`config.mk`:
```
export PLATFORM = sky130hd
export DESIGN_NAME = meas_sched
export DESIGN_NICKNAME = d
export VERILOG_FILES = /design/src/rtl/meas_pkg.sv /design/src/rtl/meas_timer.sv /design/src/rtl/meas_sched.sv
export SDC_FILE = /design/constraint.sdc
export NUM_CORES = 1
export LEC_CHECK = 0
export CORE_MARGIN = 2
export CORE_UTILIZATION = 35
export DETAILED_ROUTE_END_ITERATION = 8
export GPL_TIMING_DRIVEN = 0
export PLACE_DENSITY = 0.79
export RECOVER_POWER = 100
export SLEW_MARGIN = 10
export SYNTH_ARGS = -nofsm -noshare
export SYNTH_HDL_FRONTEND = slang
export SYNTH_HIERARCHICAL = 1
export SYNTH_SLANG_ARGS = --single-unit
```
`constraint.sdc`:
```
create_clock -name clk_i -period 4.6 [get_ports clk_i]
set_clock_uncertainty 0.2 [all_clocks]
set_input_delay 0.92 -clock clk_i [delete_from_list [all_inputs] [get_ports clk_i]]
set_output_delay 0.92 -clock clk_i [all_outputs]
set_load 0.005 [all_outputs]
```
`src/rtl/meas_pkg.sv`:
```
// -----------------------------------------------------------------------------
// meas_pkg
// Shared definitions for the measurement scheduler:
//   - state encoding for the scheduler FSM
//   - status byte bit positions
//   - field offsets/widths of the 128-bit UART frame
//   - pack_frame(): assembles a frame from latched counts, status and temperature
// No ports (package).
// -----------------------------------------------------------------------------
package meas_pkg;

    // Scheduler FSM state encoding
    localparam int STATE_W = 3;
    typedef logic [STATE_W-1:0] state_t;

    localparam state_t S_IDLE  = 3'd0;
    localparam state_t S_CLEAR = 3'd1;
    localparam state_t S_GATE  = 3'd2;
    localparam state_t S_LATCH = 3'd3;
    localparam state_t S_SEND  = 3'd4;
    localparam state_t S_HALT  = 3'd5;

    // Status byte layout
    localparam int STAT_W           = 8;
    localparam int STAT_TIMEOUT_BIT = 7;
    localparam int STAT_LAST_BIT    = 6;
    localparam int STAT_IDX_LSB     = 0;
    localparam int STAT_IDX_W       = 6;

    // Frame layout: {ch2, ch1, ch0, status, temp, pad}
    localparam int CH_W        = 32;
    localparam int TEMP_W      = 20;
    localparam int PAD_W       = 4;
    localparam int FRAME_W     = 128;
    localparam int FR_PAD_LSB  = 0;
    localparam int FR_TEMP_LSB = 4;
    localparam int FR_STAT_LSB = 24;
    localparam int FR_CH0_LSB  = 32;
    localparam int FR_CH1_LSB  = 64;
    localparam int FR_CH2_LSB  = 96;

    function automatic logic [FRAME_W-1:0] pack_frame(
        input logic [3*CH_W-1:0] cnt,
        input logic [STAT_W-1:0] status,
        input logic [TEMP_W-1:0] temp
    );
        logic [FRAME_W-1:0] f;
        f                           = '0;
        f[FR_PAD_LSB  +: PAD_W]     = '0;
        f[FR_TEMP_LSB +: TEMP_W]    = temp;
        f[FR_STAT_LSB +: STAT_W]    = status;
        f[FR_CH0_LSB  +: CH_W]      = cnt[0      +: CH_W];
        f[FR_CH1_LSB  +: CH_W]      = cnt[CH_W   +: CH_W];
        f[FR_CH2_LSB  +: CH_W]      = cnt[2*CH_W +: CH_W];
        return f;
    endfunction

endpackage

```
`src/rtl/meas_timer.sv`:
```
// -----------------------------------------------------------------------------
// meas_timer
// Loadable down-counter shared by all timed scheduler states. Counts down to
// zero and holds there; a load overrides the count.
// Ports:
//   clk      in   clock
//   rst      in   synchronous active-high reset (count -> 0)
//   load     in   load load_val this cycle
//   load_val in   W-bit reload value
//   zero     out  count is zero
// -----------------------------------------------------------------------------
module meas_timer #(
    parameter int W = 8
) (
    input  logic         clk,
    input  logic         rst,
    input  logic         load,
    input  logic [W-1:0] load_val,
    output logic         zero
);

    logic [W-1:0] count;

    always_ff @(posedge clk) begin
        if (rst) begin
            count <= '0;
        end else if (load) begin
            count <= load_val;
        end else if (count != '0) begin
            count <= count - 1'b1;
        end
    end

    assign zero = (count == '0);

endmodule

```
`src/rtl/meas_sched.sv`:
```
// -----------------------------------------------------------------------------
// meas_sched
// Measurement scheduler for a 3-channel ring-oscillator counter. Runs bursts of
// STP_SMPL samples: clear counters, gate for REF_CLK cycles, latch the three
// counts, send one 128-bit frame over the UART, and after the last sample of a
// burst halt the oscillators for HALT_CYC cycles.
// Ports:
//   clk_i          in   clock
//   rst_i          in   synchronous active-high reset
//   enable_i       in   run measurement bursts
//   osc_rst_o      out  one-cycle clear pulse to the oscillator counters
//   osc_halt_o     out  stop the oscillators
//   latch_req_o    out  latch request to all 3 channels
//   latch_ack_i    in   [2:0] per-channel latch ack (level)
//   cnt_latch_i    in   [95:0] latched counts {ch2, ch1, ch0}
//   temp_i         in   [19:0] temperature word
//   tx_busy_i      in   UART transmitter busy
//   tx_start_o     out  one-cycle frame start pulse
//   tx_data_o      out  [127:0] frame {ch2, ch1, ch0, status, temp, 4'h0}
//   err_timeout_o  out  sticky latch-ack timeout flag
// Handshake: tx_start_o is asserted only in a SEND cycle where tx_busy_i=0;
// the FSM leaves SEND on that same edge, so the pulse is exactly one cycle and
// tx_data_o is already stable while it is high.
// -----------------------------------------------------------------------------
module meas_sched
    import meas_pkg::*;
#(
    parameter int REF_CLK     = 10_000_000,
    parameter int STP_SMPL    = 30,
    parameter int HALT_CYC    = 10_000_000,
    parameter int ACK_TIMEOUT = 1024
) (
    input  logic         clk_i,
    input  logic         rst_i,
    input  logic         enable_i,
    output logic         osc_rst_o,
    output logic         osc_halt_o,
    output logic         latch_req_o,
    input  logic [2:0]   latch_ack_i,
    input  logic [95:0]  cnt_latch_i,
    input  logic [19:0]  temp_i,
    input  logic         tx_busy_i,
    output logic         tx_start_o,
    output logic [127:0] tx_data_o,
    output logic         err_timeout_o
);

    // Timer wide enough for the longest of the three timed intervals
    localparam int T_MAX0 = (REF_CLK > HALT_CYC) ? REF_CLK : HALT_CYC;
    localparam int T_MAX  = (T_MAX0 > ACK_TIMEOUT) ? T_MAX0 : ACK_TIMEOUT;
    localparam int TW     = $clog2(T_MAX + 1);

    // Reload values are N-1: the state runs while the count walks N-1..0 and
    // exits on the cycle the count is zero, giving exactly N cycles.
    localparam logic [TW-1:0] GATE_LOAD = TW'(REF_CLK - 1);
    localparam logic [TW-1:0] ACK_LOAD  = TW'(ACK_TIMEOUT - 1);
    localparam logic [TW-1:0] HALT_LOAD = TW'(HALT_CYC - 1);
    localparam logic [STAT_IDX_W-1:0] LAST_IDX = STAT_IDX_W'(STP_SMPL - 1);

    state_t                  state;
    state_t                  state_nxt;
    logic [STAT_IDX_W-1:0]   idx;
    logic                    timer_load;
    logic [TW-1:0]           timer_val;
    logic                    timer_zero;
    logic                    all_ack;
    logic                    capture;
    logic                    send_go;
    logic                    last;
    logic [STAT_W-1:0]       status;

    assign all_ack = &latch_ack_i;
    assign last    = (idx == LAST_IDX);
    // Ack has priority over a coinciding timeout (status[7] follows !all_ack)
    assign capture = (state == S_LATCH) && (all_ack || timer_zero);
    assign send_go = (state == S_SEND) && !tx_busy_i;

    always_comb begin
        status                              = '0;
        status[STAT_TIMEOUT_BIT]            = !all_ack;
        status[STAT_LAST_BIT]               = last;
        status[STAT_IDX_LSB +: STAT_IDX_W]  = idx;
    end

    always_comb begin
        state_nxt = state;
        case (state)
            S_IDLE:  if (enable_i) state_nxt = S_CLEAR;
            S_CLEAR: state_nxt = S_GATE;
            S_GATE:  if (timer_zero) state_nxt = S_LATCH;
            S_LATCH: if (capture) state_nxt = S_SEND;
            S_SEND: begin
                if (!tx_busy_i) begin
                    if (last)          state_nxt = S_HALT;
                    else if (enable_i) state_nxt = S_CLEAR;
                    else               state_nxt = S_IDLE;
                end
            end
            S_HALT: begin
                if (timer_zero) state_nxt = enable_i ? S_CLEAR : S_IDLE;
            end
            default: state_nxt = S_IDLE;
        endcase
    end

    // No state ever transitions to itself, so any state change is an entry
    always_comb begin
        timer_load = (state_nxt != state);
        timer_val  = '0;
        case (state_nxt)
            S_GATE:  timer_val = GATE_LOAD;
            S_LATCH: timer_val = ACK_LOAD;
            S_HALT:  timer_val = HALT_LOAD;
            default: timer_val = '0;
        endcase
    end

    meas_timer #(
        .W(TW)
    ) u_timer (
        .clk      (clk_i),
        .rst      (rst_i),
        .load     (timer_load),
        .load_val (timer_val),
        .zero     (timer_zero)
    );

    always_ff @(posedge clk_i) begin
        if (rst_i) begin
            state         <= S_IDLE;
            idx           <= '0;
            tx_data_o     <= '0;
            err_timeout_o <= 1'b0;
        end else begin
            state <= state_nxt;
            if (capture) begin
                tx_data_o <= pack_frame(cnt_latch_i, status, temp_i);
                if (!all_ack) err_timeout_o <= 1'b1;
            end
            // Last sample keeps its index until HALT finishes
            if (send_go && !last) begin
                idx <= enable_i ? idx + 1'b1 : '0;
            end
            if (state == S_HALT && timer_zero) begin
                idx <= '0;
            end
        end
    end

    assign osc_rst_o   = (state == S_CLEAR);
    assign osc_halt_o  = (state == S_IDLE) || (state == S_HALT);
    assign latch_req_o = (state == S_LATCH);
    // Suppressed while reset is asserted so no frame starts in a reset cycle
    assign tx_start_o  = send_go && !rst_i;

endmodule

```
Word-level counts from Yosys, hierarchy flattened --
Index checks and enable logic that the tools add are counted.
Storage, ports and cells: word-level logic and storage cells 49, output and inout port bits 133, flip-flop bits (word level) 158
Cells by class: $add $sub $neg 2, reduce and logical (&&, ||, !) cells 19, muxes and demuxes 12, equal/unequal tests 10, bitwise gates (word level) 1
Operators by type and width (number):
- two-way mux 24 bit | 2
- case mux 24 bit (2 select lines) | 1
- zero test 24 bit | 1
- nonzero test 24 bit | 1
- subtractor 24 x 1 -> 24 bit (second input constant) | 1
- two-way mux 3 bit | 6
- case mux 3 bit (6 select lines) | 1
- equality test 3 x 2 -> 1 bit (second input constant) | 4
- equality test 3 bit (second input constant) | 3
- adder 6 x 1 -> 6 bit (second input constant) | 1
- equality test 6 x 5 -> 1 bit (second input constant) | 1
- two-way mux 6 bit | 1
- logical AND 1 bit | 5
- zero test 1 bit | 4
- OR reduction 2 bit | 2
- equality test 3 x 1 -> 1 bit (second input constant) | 1
- zero test 3 bit | 1
- inequality test 3 bit | 1
- AND reduction 3 bit | 1
- logical OR 1 bit | 2
- AND reduction 2 bit | 1
- nonzero test 2 bit | 1
- two-way mux 1 bit | 1
- NOT 1 bit | 1

Depth between registers and ports, before layout --
word-level depth 9, mapped depth 15, mapped depth without buffers 12

By module --
The synthesis kept the hierarchy.
Modules (own cells, without submodules):
- meas_sched | cells each 622, area each 4901.0 sq um, times used 1
- meas_timer | cells each 161, area each 1310.0 sq um, times used 1

Worst setup path after synthesis --
Ideal clock, no wire load.
path type register -> register, from register u_timer.count[4], to register u_timer.count[8], library setup time 0.095 ns, buffers on the path 5, required time 4.305 ns, path slack 1.276 ns, arrival 3.028 ns, stages on the path, launching flop included 16, period minus slack after synthesis 3.324 ns, cells stage by stage dfxtp_1 -> or4_1 -> buf_2 -> and4bb_1 -> and3_1 -> buf_4 -> buf_6 -> nand2_1 -> o21ai_0 -> o32a_1 -> nor2_1 -> o22ai_1 -> clkbuf_1 -> clkbuf_1 -> nor2_1 -> a221oi_1
Between the ends: elaborated cells on any way between the ends 18
RTL lines:
- start, declared | RTL line meas_timer.sv:22 | logic [W-1:0] count;
- start signal, assigned | RTL line meas_timer.sv:28 | count <= load_val;
- start signal, assigned | RTL line meas_timer.sv:30 | count <= count - 1'b1;
- zero test 24 bit * | RTL line meas_timer.sv:34 | assign zero = (count == '0);
- net timer_zero | RTL line meas_sched.sv:65 | logic timer_zero;
- logical OR 1 bit | RTL line meas_sched.sv:75 | assign capture = (state == S_LATCH) && (all_ack || timer_zero);
- logical AND 1 bit | RTL line meas_sched.sv:75
- two-way mux 3 bit | RTL line meas_sched.sv:91 | S_LATCH: if (capture) state_nxt = S_SEND;
- case mux 3 bit (6 select lines) * | RTL line meas_sched.sv:87 | case (state)
- inequality test 3 bit * | RTL line meas_sched.sv:108 | timer_load = (state_nxt != state);
- net timer_load | RTL line meas_sched.sv:63 | logic timer_load;
- two-way mux 24 bit / nonzero test 2 bit (equally long branches)
Mark *: on every way through the listed nets, which the timed path passes. The rest lies on a longest branch. The select of a mux whose other input is x is not followed. A chain may end at the register's enable or synchronous reset.

Worst setup path after layout --
from register u_timer.count[4], to register u_timer.count[4]
Between the ends: cells in the longest elaborated chain, start to end 9, elaborated cells on any way between the ends 18
RTL lines:
- zero test 24 bit * | RTL line meas_timer.sv:34
- net timer_zero | RTL line meas_sched.sv:65
- logical OR 1 bit | RTL line meas_sched.sv:75
- logical AND 1 bit | RTL line meas_sched.sv:75
- two-way mux 3 bit | RTL line meas_sched.sv:91
- case mux 3 bit (6 select lines) * | RTL line meas_sched.sv:87
- equality test 3 bit / equality test 3 x 2 -> 1 bit (equally long branches) | RTL line meas_sched.sv:110 | case (state_nxt)
- OR reduction 2 bit (no line)
- case mux 24 bit (2 select lines) | RTL line meas_sched.sv:110
- two-way mux 24 bit | RTL line meas_timer.sv:27 | end else if (load) begin
Marked as above.

==> impl_metrics.py <==
metrics = {
    "run_status": {
        "outcome": "completed",
    },
    "cts": {
        "ctsHoldBuffers": 0,
        "postCtsSetupBuffers": 0,
        "ctsResizeCount": 0,
        "clockBufferDepth": 2,
        "cts_tree": "yes",
        "worstSkewPairLatency_ns": 0.42,
        "cts_root_buf": "clkbuf_16",
        "clock_tree.htree_level_count": 4,
        "cts_num_sinks": 158,
        "cts_buffers": 17,
        "cts.clk_slew.worst_paths_ns": 0.06,
    },
    "synth": {
        "async_reset_ff_frac": 0,
        "ys_seq_area_frac": 0.509,
        "synth_warnings": 6,
        "netlist_instances": 783,
        "synth_seq_cells": 158,
        "synth_area_um2": 6210,
        "synthTopCellsByArea": "dfxtp_1 51%, nand2_1 17%, a21oi_1 11%",
        "synth.largest_area_cell": "dfxtp_1",
        "synth_top_cell_area_share": 0.509,
        "syn_avg_cell_area_um2": 7.93,
        "synth-edff-count": 0,
        "synthFlopType": "dfxtp_1",
        "ys_types": 51,
    },
    "floorplanning": {
        "fp-row-count": 48,
        "die_area_um2": 18800,
        "die_h_um": 137,
        "io_pins": 256,
        "core_um2": 17300,
        "start_util": 0.359,
        "die_w_um": 137,
    },
    "layout": {
        "seq_area_um2": 3160,
        "drive_gt1_frac": 0.0492,
        "synthToLayoutAreaGrowth_pct": 54.7,
        "design_area_um2": 9610,
        "diodes": 0,
        "finalNetCount": 1191,
        "multiInputGateArea_um2": 2760,
        "fillers": 1570,
    },
    "placed_design": {
        "portBuffers": 251,
        "post-place-ws_ns": 0.666,
        "place_congestion": 0.826,
        "place_area_um2": 9050,
        "place_hpwl_mm": 14.5,
    },
    "power_and_ir_drop": {
        "pwr-share-seq": 0.423,
        "p_sw_mw": 0.976,
        "power_frac_comb": 0.188,
        "p_leak_nw": 3.73,
        "vdd_drop_max_mv": 0.276,
        "p_int_mw": 2.59,
        "sw_frac_of_total": 0.274,
        "finalPower_mw": 3.57,
        "power_density_nw_per_um2": 371,
        "clkPwrFrac": 0.389,
    },
    "flow_run": {
        "drv_cap": 0,
    },
    "worst_hold_path": {
        "min_from": "tx_data_o[89]",
        "hp-class": "reg -> reg",
    },
    "setup_path": {
        "crit_fanout": 14,
        "critPathCaptureType": "flip-flop",
        "timing.rr.end": "u_timer/count[4]",
        "crit_start": "u_timer/count[4]",
        "crit_end": "u_timer/count[4]",
        "arrival_ns": 4.21,
        "regToRegSetupSlack_ns": 0.55,
        "cp-start-kind": "flip-flop",
        "critical_path_class": "reg -> reg",
        "cp_data_required_time_ns": 4.75,
        "reg2reg_depth": 14,
        "reg2reg_from": "u_timer/count[4]",
    },
    "grt": {
        "grt_pass1_vias": 5633,
        "antenna_found_initial": 0,
        "grt_overflow": 0,
        "grt_pass1_wl_mm": 28.8,
        "grt_start_max_net_pins": 17,
        "grt_util_all_layers": 0.198,
    },
    "sta": {
        "final_max_slew_viol_count": 0,
        "rsz0062_at_grt": "no",
        "fin_hold_ws_ns": 0.248,
        "max_freq_mhz": 247,
        "setup_slack_ns": 0.545,
        "setup-tns-final_ns": 0,
        "final.min_clock_period_ns": 4.05,
        "worst_pin_slew_ns": 1.11,
        "setup_viol": 0,
        "max_slew_margin": 0.257,
        "finalHoldViolations": 0,
        "post-route-period-util": 0.881,
    },
    "drt": {
        "routed_wl_mm": 19.6,
        "drt_iter0_drc": 463,
        "post_drt_wl_per_cell_um": 15.0,
        "ant_nets": 0,
        "via_per_inst": 4.82,
        "drtPass1Iterations": 5,
        "via_count": 6271,
        "drc": 0,
    },
}
==> power groups by stage <==
stage               Sequential [mW]  Clock (mW)  Combinational, mW
finish                         1.51        1.39              0.670
global route                   1.52        1.47              0.739
CTS                            1.51        1.41              0.670
detailed placement             1.53           0              0.663
global placement               1.53           0              0.652
floorplan                      1.52           0              0.436
==> final cells by class <==
cell class              instances  area share
flip-flops and latches        158       0.329
multi-input cells             573       0.287
repair buffers                251       0.262
well taps                     225      0.0293
clock inverters                10      0.0119
plain buffers                  58      0.0309
inverters                       5     0.00195
clock buffers                  22      0.0483
==> cell usage after synthesis (all sizes together), types with 3 or more instances <==
master / number
nand2: 280
dfxtp: 158
a21oi: 136
buf: 30
clkbuf: 28
nor2: 25
o21ai: 17
xor2: 15
nor3: 11
xnor2: 8
or3: 7
nor2b: 6
inv: 5
nand3: 5
nand4: 5
ha: 4
nand2b: 4
o31ai: 3
or4: 3
==> flip-flops by register name (all words and copies together) (netlist names) <==
name and cells:
err_timeout_o 1, idx 6, state 3, tx_data_o 124, u_timer/count 24
==> through the flow <==
| stage | std cells | util |
|---|---|---|
| 3_3_place_gp | 1270 | 0.523 |
| 3_5_place_dp | 1270 | 0.523 |
| 4_1_cts | 1302 | 0.556 |
| 5_1_grt | 1302 | 0.555 |
| 2_1_floorplan | 794 | - |
| 6_report | 1302 | 0.555 |
==> cells in the final DEF (no fill, tap or decap), types with 6 or more instances in the layout <==
| cell | synthesis | layout |
|---|---|---|
| xnor2_1 | 8 | 8 |
| nor2_1 | 25 | 25 |
| clkdlybuf4s50_1 | 0 | 124 |
| conb_1 | 1 | 12 |
| o21ai_0 | 15 | 16 |
| buf_2 | 17 | 9 |
| xor2_1 | 15 | 15 |
| nand2_1 | 280 | 280 |
| clkbuf_1 | 27 | 40 |
| nor2b_1 | 5 | 6 |
| buf_4 | 7 | 6 |
| dfxtp_1 | 158 | 158 |
| dlygate4sd3_1 | 0 | 127 |
| clkbuf_16 | 0 | 17 |
| or3_1 | 7 | 7 |
| nor3_1 | 9 | 9 |
| buf_6 | 6 | 6 |
| a21oi_1 | 136 | 136 |
==> routing by layer <==
layer  up-vias  GRT usage  share of wire
met5         -          0              0
met4         0     0.0882          0.035
met3        44     0.0526          0.056
met2       208      0.333           0.49
met1      2878      0.236           0.42
li1       3141          -              -
==> cells by family (layout without fill, tap and decap cells) <==
family	after synthesis	after routing	synth area share
buffers and inverters	63	346	0.0532
other	1	12	0.000604
AOI/OAI and AO/OA	174	174	0.151
and+or+nand+nor	358	358	0.242
adders and majority gates	4	4	0.00806
xor gates and xnor gates	23	23	0.0324
DFF	158	158	0.509
muxes	2	2	0.00322
==> critical path: stages, from the launching register on <==
cell	delay (ns)
dfxtp_1	0.35
or4_1	0.52
clkbuf_1	0.19
and4bb_1	0.37
and3_1	0.17
buf_4	0.14
buf_6	0.17
a31oi_1	0.12
nor2b_1	0.16
buf_4	0.21
buf_6	0.19
a21oi_1	0.08
o21ai_0	0.82
nand2_1	0.11
a21oi_1	0.16
==> worst min path at each step <==
stage / to / cells after the start
after global routing: tx_data_o[98] / 2
final: tx_data_o[89] / 2
after CTS: tx_data_o[89] / 2
after floorplan: tx_data_o[100] / 2
after detailed placement: tx_data_o[89] / 2
after global placement: tx_data_o[100] / 2
No activity file was read; power rests on OpenSTA's default activity.
